--- src/rtl/bpsk_modulator.sv ---
// rtl/bpsk_modulator.sv - BPSK modulator: bit handshake, NCO sine carrier, +/-1 multiply, 2-stage output pipe
// Optional differential encoding of the bit stream when BPSK_DIFF_ENCODE_EN is defined.
module bpsk_modulator #(
  parameter int DATA_WIDTH         = 12,
  parameter int PHASE_WIDTH        = 24,
  parameter int LUT_ADDR_WIDTH     = 8,
  parameter int SAMPLES_PER_SYMBOL = 64
) (
  input  logic                         clk,
  input  logic                         rst,
  input  logic                         en,
  input  logic [PHASE_WIDTH-1:0]       fcw,
  input  logic                         bit_in,
  input  logic                         bit_valid,
  output logic                         bit_ready,
  output logic signed [DATA_WIDTH-1:0] dout,
  output logic                         dout_valid,
  output logic                         sym_strobe,
  output logic                         starve
);

  localparam int CNT_W     = $clog2(SAMPLES_PER_SYMBOL);
  localparam int LUT_DEPTH = 1 << LUT_ADDR_WIDTH;
  localparam logic [CNT_W-1:0] CNT_LAST = CNT_W'(SAMPLES_PER_SYMBOL - 1);

  typedef enum logic {IDLE, RUN} state_t;

  // Rounded half away from zero so the table is exactly symmetric and negation cannot overflow.
  function automatic logic signed [DATA_WIDTH-1:0] sine_entry(input int k);
    real amp;
    real ang;
    real v;
    amp = real'((1 << (DATA_WIDTH - 1)) - 1);
    ang = 2.0 * 3.14159265358979323846 * real'(k) / real'(LUT_DEPTH);
    v   = amp * $sin(ang);
    if (v >= 0.0) return DATA_WIDTH'($rtoi(v + 0.5));
    else          return DATA_WIDTH'(-$rtoi(0.5 - v));
  endfunction

  logic signed [DATA_WIDTH-1:0] sine_lut [LUT_DEPTH];

  for (genvar k = 0; k < LUT_DEPTH; k++) begin : g_lut
    assign sine_lut[k] = sine_entry(k);
  end

  state_t                       state_q, state_d;
  logic [CNT_W-1:0]             cnt_q, cnt_d;
  logic [PHASE_WIDTH-1:0]       phase_q, phase_d;
  logic                         sym_q, sym_d;
  logic                         s1_valid_q, s1_valid_d;
  logic signed [DATA_WIDTH-1:0] s1_sample_q, s1_sample_d;
  logic                         s1_sym_q, s1_sym_d;
  logic                         s1_first_q, s1_first_d;
  logic signed [DATA_WIDTH-1:0] dout_q, dout_d;
  logic                         dout_valid_q, dout_valid_d;
  logic                         sym_strobe_q, sym_strobe_d;
  logic                         starve_q, starve_d;

  logic gen;
  logic last;
  logic hs;
  logic coded_bit;

  assign gen       = (state_q == RUN) && en;
  assign last      = (cnt_q == CNT_LAST);
  assign bit_ready = (state_q == IDLE) || (gen && last);
  assign hs        = bit_valid && bit_ready;

`ifdef BPSK_DIFF_ENCODE_EN
  logic prev_q, prev_d;

  assign coded_bit = bit_in ^ prev_q;

  always_comb begin
    prev_d = prev_q;
    if (hs) prev_d = coded_bit;
  end

  always_ff @(posedge clk) begin
    if (rst) prev_q <= 1'b0;
    else     prev_q <= prev_d;
  end
`else
  assign coded_bit = bit_in;
`endif

  always_comb begin
    state_d  = state_q;
    cnt_d    = cnt_q;
    phase_d  = phase_q;
    sym_d    = sym_q;
    starve_d = starve_q;

    if (gen) begin
      phase_d = phase_q + fcw;
      if (!last) begin
        cnt_d = cnt_q + 1'b1;
      end else if (!hs) begin
        state_d  = IDLE;
        starve_d = 1'b1;
      end
    end

    if (hs) begin
      sym_d   = coded_bit;
      cnt_d   = '0;
      state_d = RUN;
    end
  end

  // LUT is addressed with the pre-increment phase; each sample carries its own symbol through the pipe.
  always_comb begin
    s1_valid_d   = gen;
    s1_sample_d  = sine_lut[phase_q[PHASE_WIDTH-1 -: LUT_ADDR_WIDTH]];
    s1_sym_d     = sym_q;
    s1_first_d   = (cnt_q == '0);

    dout_d       = '0;
    dout_valid_d = s1_valid_q;
    sym_strobe_d = s1_valid_q && s1_first_q;
    if (s1_valid_q) dout_d = s1_sym_q ? -s1_sample_q : s1_sample_q;
  end

  always_ff @(posedge clk) begin
    if (rst) begin
      state_q      <= IDLE;
      cnt_q        <= '0;
      phase_q      <= '0;
      sym_q        <= 1'b0;
      s1_valid_q   <= 1'b0;
      s1_sample_q  <= '0;
      s1_sym_q     <= 1'b0;
      s1_first_q   <= 1'b0;
      dout_q       <= '0;
      dout_valid_q <= 1'b0;
      sym_strobe_q <= 1'b0;
      starve_q     <= 1'b0;
    end else begin
      state_q      <= state_d;
      cnt_q        <= cnt_d;
      phase_q      <= phase_d;
      sym_q        <= sym_d;
      s1_valid_q   <= s1_valid_d;
      s1_sample_q  <= s1_sample_d;
      s1_sym_q     <= s1_sym_d;
      s1_first_q   <= s1_first_d;
      dout_q       <= dout_d;
      dout_valid_q <= dout_valid_d;
      sym_strobe_q <= sym_strobe_d;
      starve_q     <= starve_d;
    end
  end

  assign dout       = dout_q;
  assign dout_valid = dout_valid_q;
  assign sym_strobe = sym_strobe_q;
  assign starve     = starve_q;

endmodule

--- config.mk ---
export PLATFORM = sky130hd
export DESIGN_NAME = bpsk_modulator
export DESIGN_NICKNAME = d
export VERILOG_FILES = /design/src/rtl/bpsk_modulator.sv
export SDC_FILE = /design/constraint.sdc
export NUM_CORES = 1
export LEC_CHECK = 0
export CORE_UTILIZATION = 46
export DETAILED_ROUTE_END_ITERATION = 7
export PLACE_DENSITY = 0.75
export SETUP_SLACK_MARGIN = 0.2
export SLEW_MARGIN = 20
export SYNTH_ARGS = -nofsm -noshare
export SYNTH_HDL_FRONTEND = slang
export SYNTH_SLANG_ARGS = --single-unit
--- constraint.sdc ---
create_clock -name clk -period 2.6 [get_ports clk]
set_clock_uncertainty 0.05 [all_clocks]
set_input_delay 0.52 -clock clk [delete_from_list [all_inputs] [get_ports clk]]
set_output_delay 0.52 -clock clk [all_outputs]
set_load 0.01 [all_outputs]
# Word-level counts from Yosys, hierarchy flattened
# Memory sizes are Yosys's and may differ from the RTL's. A register that Yosys moved wholly into a read port is not among the register bits.
# Index checks and enable logic that the tools add are counted.
[classes]
addsub = 3
n_eq_ne = 1
muxes = 4
n_bitwise = 5
n_reduce_logical = 13
[op_table]
columns = ["op", "n"]
rows = [
  ["24-bit adder", 1],
  ["12-bit 2-to-1 mux", 1],
  ["12-bit negator", 1],
  ["8-bit inverter with 9-bit output", 1],
  ["6-bit by 1-bit adder with 6-bit output, second input constant", 1],
  ["6-bit == test, second input constant", 1],
  ["6-bit logical NOT", 1],
  ["1-bit logical AND", 4],
  ["1-bit inverter", 4],
  ["2-bit AND reduction", 2],
  ["2-bit nonzero test", 2],
  ["2-bit OR reduction", 2],
  ["1-bit 2-to-1 mux", 3],
  ["3-bit AND reduction", 1],
  ["1-bit logical OR", 1],
]
[word_totals]
regBits = 50
mem_bits_ro = 3072
inputBits = 29
output_inout_bits = 16
elab_cells = 38
mem_count = 1
[memory_table]
columns = ["memory", "depth", "width", "read_ports", "rd_ports_with_merged_regs", "wr", "line", "source"]
rows = [
  ["(no name shown)", 256, 12, 1, 1, 0, "114", "s1_sample_d = sine_lut[phase_q[PHASE_WIDTH-1 -: LUT_ADDR_WIDTH]];"],
]

# Depth between registers and ports, before layout
[logic_depth]
ltp_word = 6
mapped_depth = 11
depth_no_buf = 9

# Worst setup path before layout
# No wires, ideal clock.
[synth_path]
kind = "register to register"
from = "reg phase_q[17]"
to = "reg s1_sample_q[4]"
arrival_ns = 2.604
t_required_ns = 2.464
slack_ns = -0.139
path_stages_with_launch = 10
synth_period_minus_slack_ns = 2.739
path_cell_list = "dfxtp_1 -> clkbuf_1 -> clkinv_1 -> ha_1 -> buf_2 -> a21oi_1 -> a311oi_1 -> a21oi_1 -> mux4_2 -> a211oi_1"
[synth_between]
elab_chain_len = 1
[synth_lines]
columns = ["element", "line", "source"]
rows = [
  ["start: declaration", "48", "logic [PHASE_WIDTH-1:0] phase_q, phase_d;"],
  ["start signal: assignment", "141", "phase_q <= phase_d;"],
  ["8-bit inverter with 9-bit output (not written as such)", "114", ""],
  ["end: declaration", "51", "logic signed [DATA_WIDTH-1:0] s1_sample_q, s1_sample_d;"],
]
# No other way between the ends.
# A chain may end at the register's enable or synchronous reset.

# Final worst setup path
[layout_path]
from = "reg phase_q[16]"
to = "reg s1_sample_q[5]"
# Same word-level chain as after synthesis.

==> metrics <==
Die W=121 um; Die Height=121 um; core region area=13900 um2; CP startpoint kind=register; drt first pass iters=7; WL per Instance=22.9 um; syn_nets=999; Worst-path clk slew=60 ps; Via density=6.82; mux contribution to synthesized area=1.82%; total of max-cap violations=0; Final WS setup=140 ps; Min-Delay Path Class=reg2reg; die area=14700 um2; Leakage=3.50 nW; library cells used by synthesis=75; Worst Hold Launch=phase_q[15]; I/O Pins=45; vias in the first global route=7463; CP Capture Type=register; Buf/Inv on CP=6; Post-Route WL=28500 um; CP peak stage delay=320 ps; Post-route DRC=0; Area Growth Syn to Fin=38.2%; ys async rst share=0%; HPWL Detailed=18900 um; run status=completed; Final Max Slew Viols=0; CTS Buffer Depth=2; Slew @ Worst Pin=688 ps; post-route clock period utilization=94.6%; DR vias=8482; final setup TNS=0 ps; largest family of logic cells by synthesized area=compound AO/OA/AOI/OAI gates; I/O Buffers=44; DRT iter0 DRCs=1638; worst slack at placement=-374 ps; post-layout minimum cycle time=2460 ps; Synth Area in Simple Gates=23.1%; CP startpoint=phase_q[16]; TritonCTS Sinks=62; CP max FO=9; Setup Crit Path Kind=reg2reg; Synth Area in Compound Gates=36.7%; post-layout util=65.1%; Crit path required time=2820 ps; Worst path most repeated cell=buf_4; xor and xnor fraction of the mapped netlist area=4.42%; Layout Nets=1125; Cells after Synth=930; largest net degree at the start of global routing=71; Max IR drop VDD=0.372 mV; Main synth FF type=dfxtp_1; #FFs+latches synth=62; Synth Cell Area=6540 um2; fillers=1098; Initial Utilization=47.1%; YS warnings=0; crit path DAT=2680 ps; EDFF count, synth=0; RSZ-0062 raised after global routing=true; Fmax=406 MHz; ratio of cells with drive above 1 in the final layout=27.1%; pwr/cell area=474 nW/um2; Post-Syn Area per Cell=7.03 um2; Site Rows=43; Slew Limit Headroom=54.1%; wire length of the first global-routing pass=40800 um; design area=9040 um2; Placement Cell Area=7950 um2; Antenna Violating Nets Remaining=0; CP Cell Sequence=buf_6 -> buf_12 -> ha_2 -> buf_6 -> buf_4 -> nor2b_2 -> buf_4 -> nor3b_2 -> a21oi_1 -> o211ai_1 -> nand3_1 -> a21oi_2 -> buf_4; clk root buf=clkbuf_16; Num CTS Buffers=9; Crit path max-delay family=buffers and inverters; reg2reg setup slack=140 ps; H-tree levels=3; CTS tree=built; routability congestion estimate=1.05; Adder-Cell Fraction of Synth Area=7.77%; GRT Total Usage=36.2%; grt ovf=0; clock latency on the worst-skew pair=330 ps; Final Hold Viols=0; slowest cell on the critical path=dfxtp_1; initial antenna violation count=3; Critical R2R Launch=phase_q[16]; final setup vio count=0; register area share after synthesis=19.0%
flip-flops by register name, summed over array words and instances (netlist names):
register	flops
dout_valid_d	1
s1_sym_q	1
s1_sym_d	1
s1_sample_q	12
sym_strobe	1
phase_q	24
state_q	1
s1_first_q	1
dout	12
starve	1
dout_valid	1
cnt_q	6
per-stage QoR:
stage / total power [mW] / hold WS (ps) / std cells
2_1_floorplan: 2.03 / 356 / 930
5_1_grt: 4.44 / 441 / 1242
6_report: 4.28 / 420 / 1243
4_1_cts: 4.06 / 419 / 1225
3_3_place_gp: 2.63 / 394 / 1205
3_5_place_dp: 2.63 / 403 / 1205
path summary, 6_finish.rpt:
kind	endpoint	depth (start not counted)
worst max-delay path	s1_sample_q[5]	13
worst min-delay path	phase_q[15]	2
worst max register to register	s1_sample_q[5]	13
worst min register to register	phase_q[15]	2
cells by family after synthesis:
logic type | count (synthesis)
AO/OA/AOI/OAI | 358
AND/OR/NAND/NOR | 320
buffers and inverters | 109
flip-flops | 62
adder cells (fa/ha/maj) | 40
XOR/XNOR | 33
multiplexers | 8
synthesized netlist by cell type (4+ instances only):
cell type	instances	area (um2)
a211oi_1	29	218
a21o_1	10	75.1
a21oi_1	107	536
a221oi_1	7	61.3
a311oi_1	16	140
a31oi_1	11	68.8
and2_1	4	25.0
and3_1	7	43.8
buf_1	8	30.0
buf_2	26	130
buf_4	4	30.0
clkbuf_1	41	154
dfxtp_1	62	1240
ha_1	39	488
inv_1	22	82.6
mux2i_1	4	40.0
nand2_1	107	402
nand2b_1	26	163
nand3_1	26	130
nor2_1	80	300
nor2b_1	17	106
nor3_1	20	100
o2111ai_1	4	35.0
o211ai_1	24	180
o21ai_0	71	355
o221ai_1	11	96.3
o22ai_1	6	37.5
o311ai_0	7	61.3
o31ai_1	11	82.6
or2_2	7	43.8
or3_1	9	56.3
xnor2_1	13	114
xor2_1	20	175
worst min-delay path, stage by stage (launching register included):
cell,delay (ps)
dfxtp_1,310
nand2_1,50
a21oi_1,50
placed cells by master (no fill, tap or decap), drive strengths merged, types with 7 or more instances in the layout:
cell type and n:
o21ai 72, o211ai 24, a311oi 16, o221ai 13, a21oi 108, inv 24, nand2 107, nand3 26
ha 39, a221oi 7, or2 7, buf 150, a21o 10, or3 9, xnor2 13, and3 7
dfxtp 62, a31oi 12, nor2b 17, nor2 80, xor2 20, nand2b 26, nor3 20, clkdlybuf4s50 29
o31ai 13, a211oi 29, clkbuf 15, o311ai 7
layout make-up:
cell class	count	area [um2]	area share [%]
Multi-Input combinational cell	759	5360	59.2
Timing Repair Buffer	197	1740	19.2
Inverter	27	110	1.22
Sequential cell	62	1260	14.0
Clock buffer	10	250	2.77
Tap cell	180	225	2.49
Antenna cell	2	5.00	0.0554
Clock inverter	6	91.3	1.01
per-layer routing:
layer / vias to the layer above / part of all wire (%) / track usage, %
met5: - / 0.035 / 0
met4: 2 / 5.6 / 17.5
met3: 179 / 14 / 12.1
met2: 725 / 42 / 53.3
met1: 3871 / 38 / 47.0
li1: 3705 / - / -
report_power, final:
group | internal (mW) | total (mW) | switching [mW]
logic | 0.778 | 1.83 | 1.05
clock network | 0.902 | 1.37 | 0.469
registers | 1.01 | 1.08 | 0.0791
total | 2.69 | 4.28 | 1.60
repair_timing:
item,4_1_cts,5_1_grt
gates resized for setup,57,76
pin swaps,21,25
setup endpoints to repair,26,23
buffers inserted,4,13
hold buffers,0,0
cloned,0,3
No activity file was read; power rests on OpenSTA's default activity.
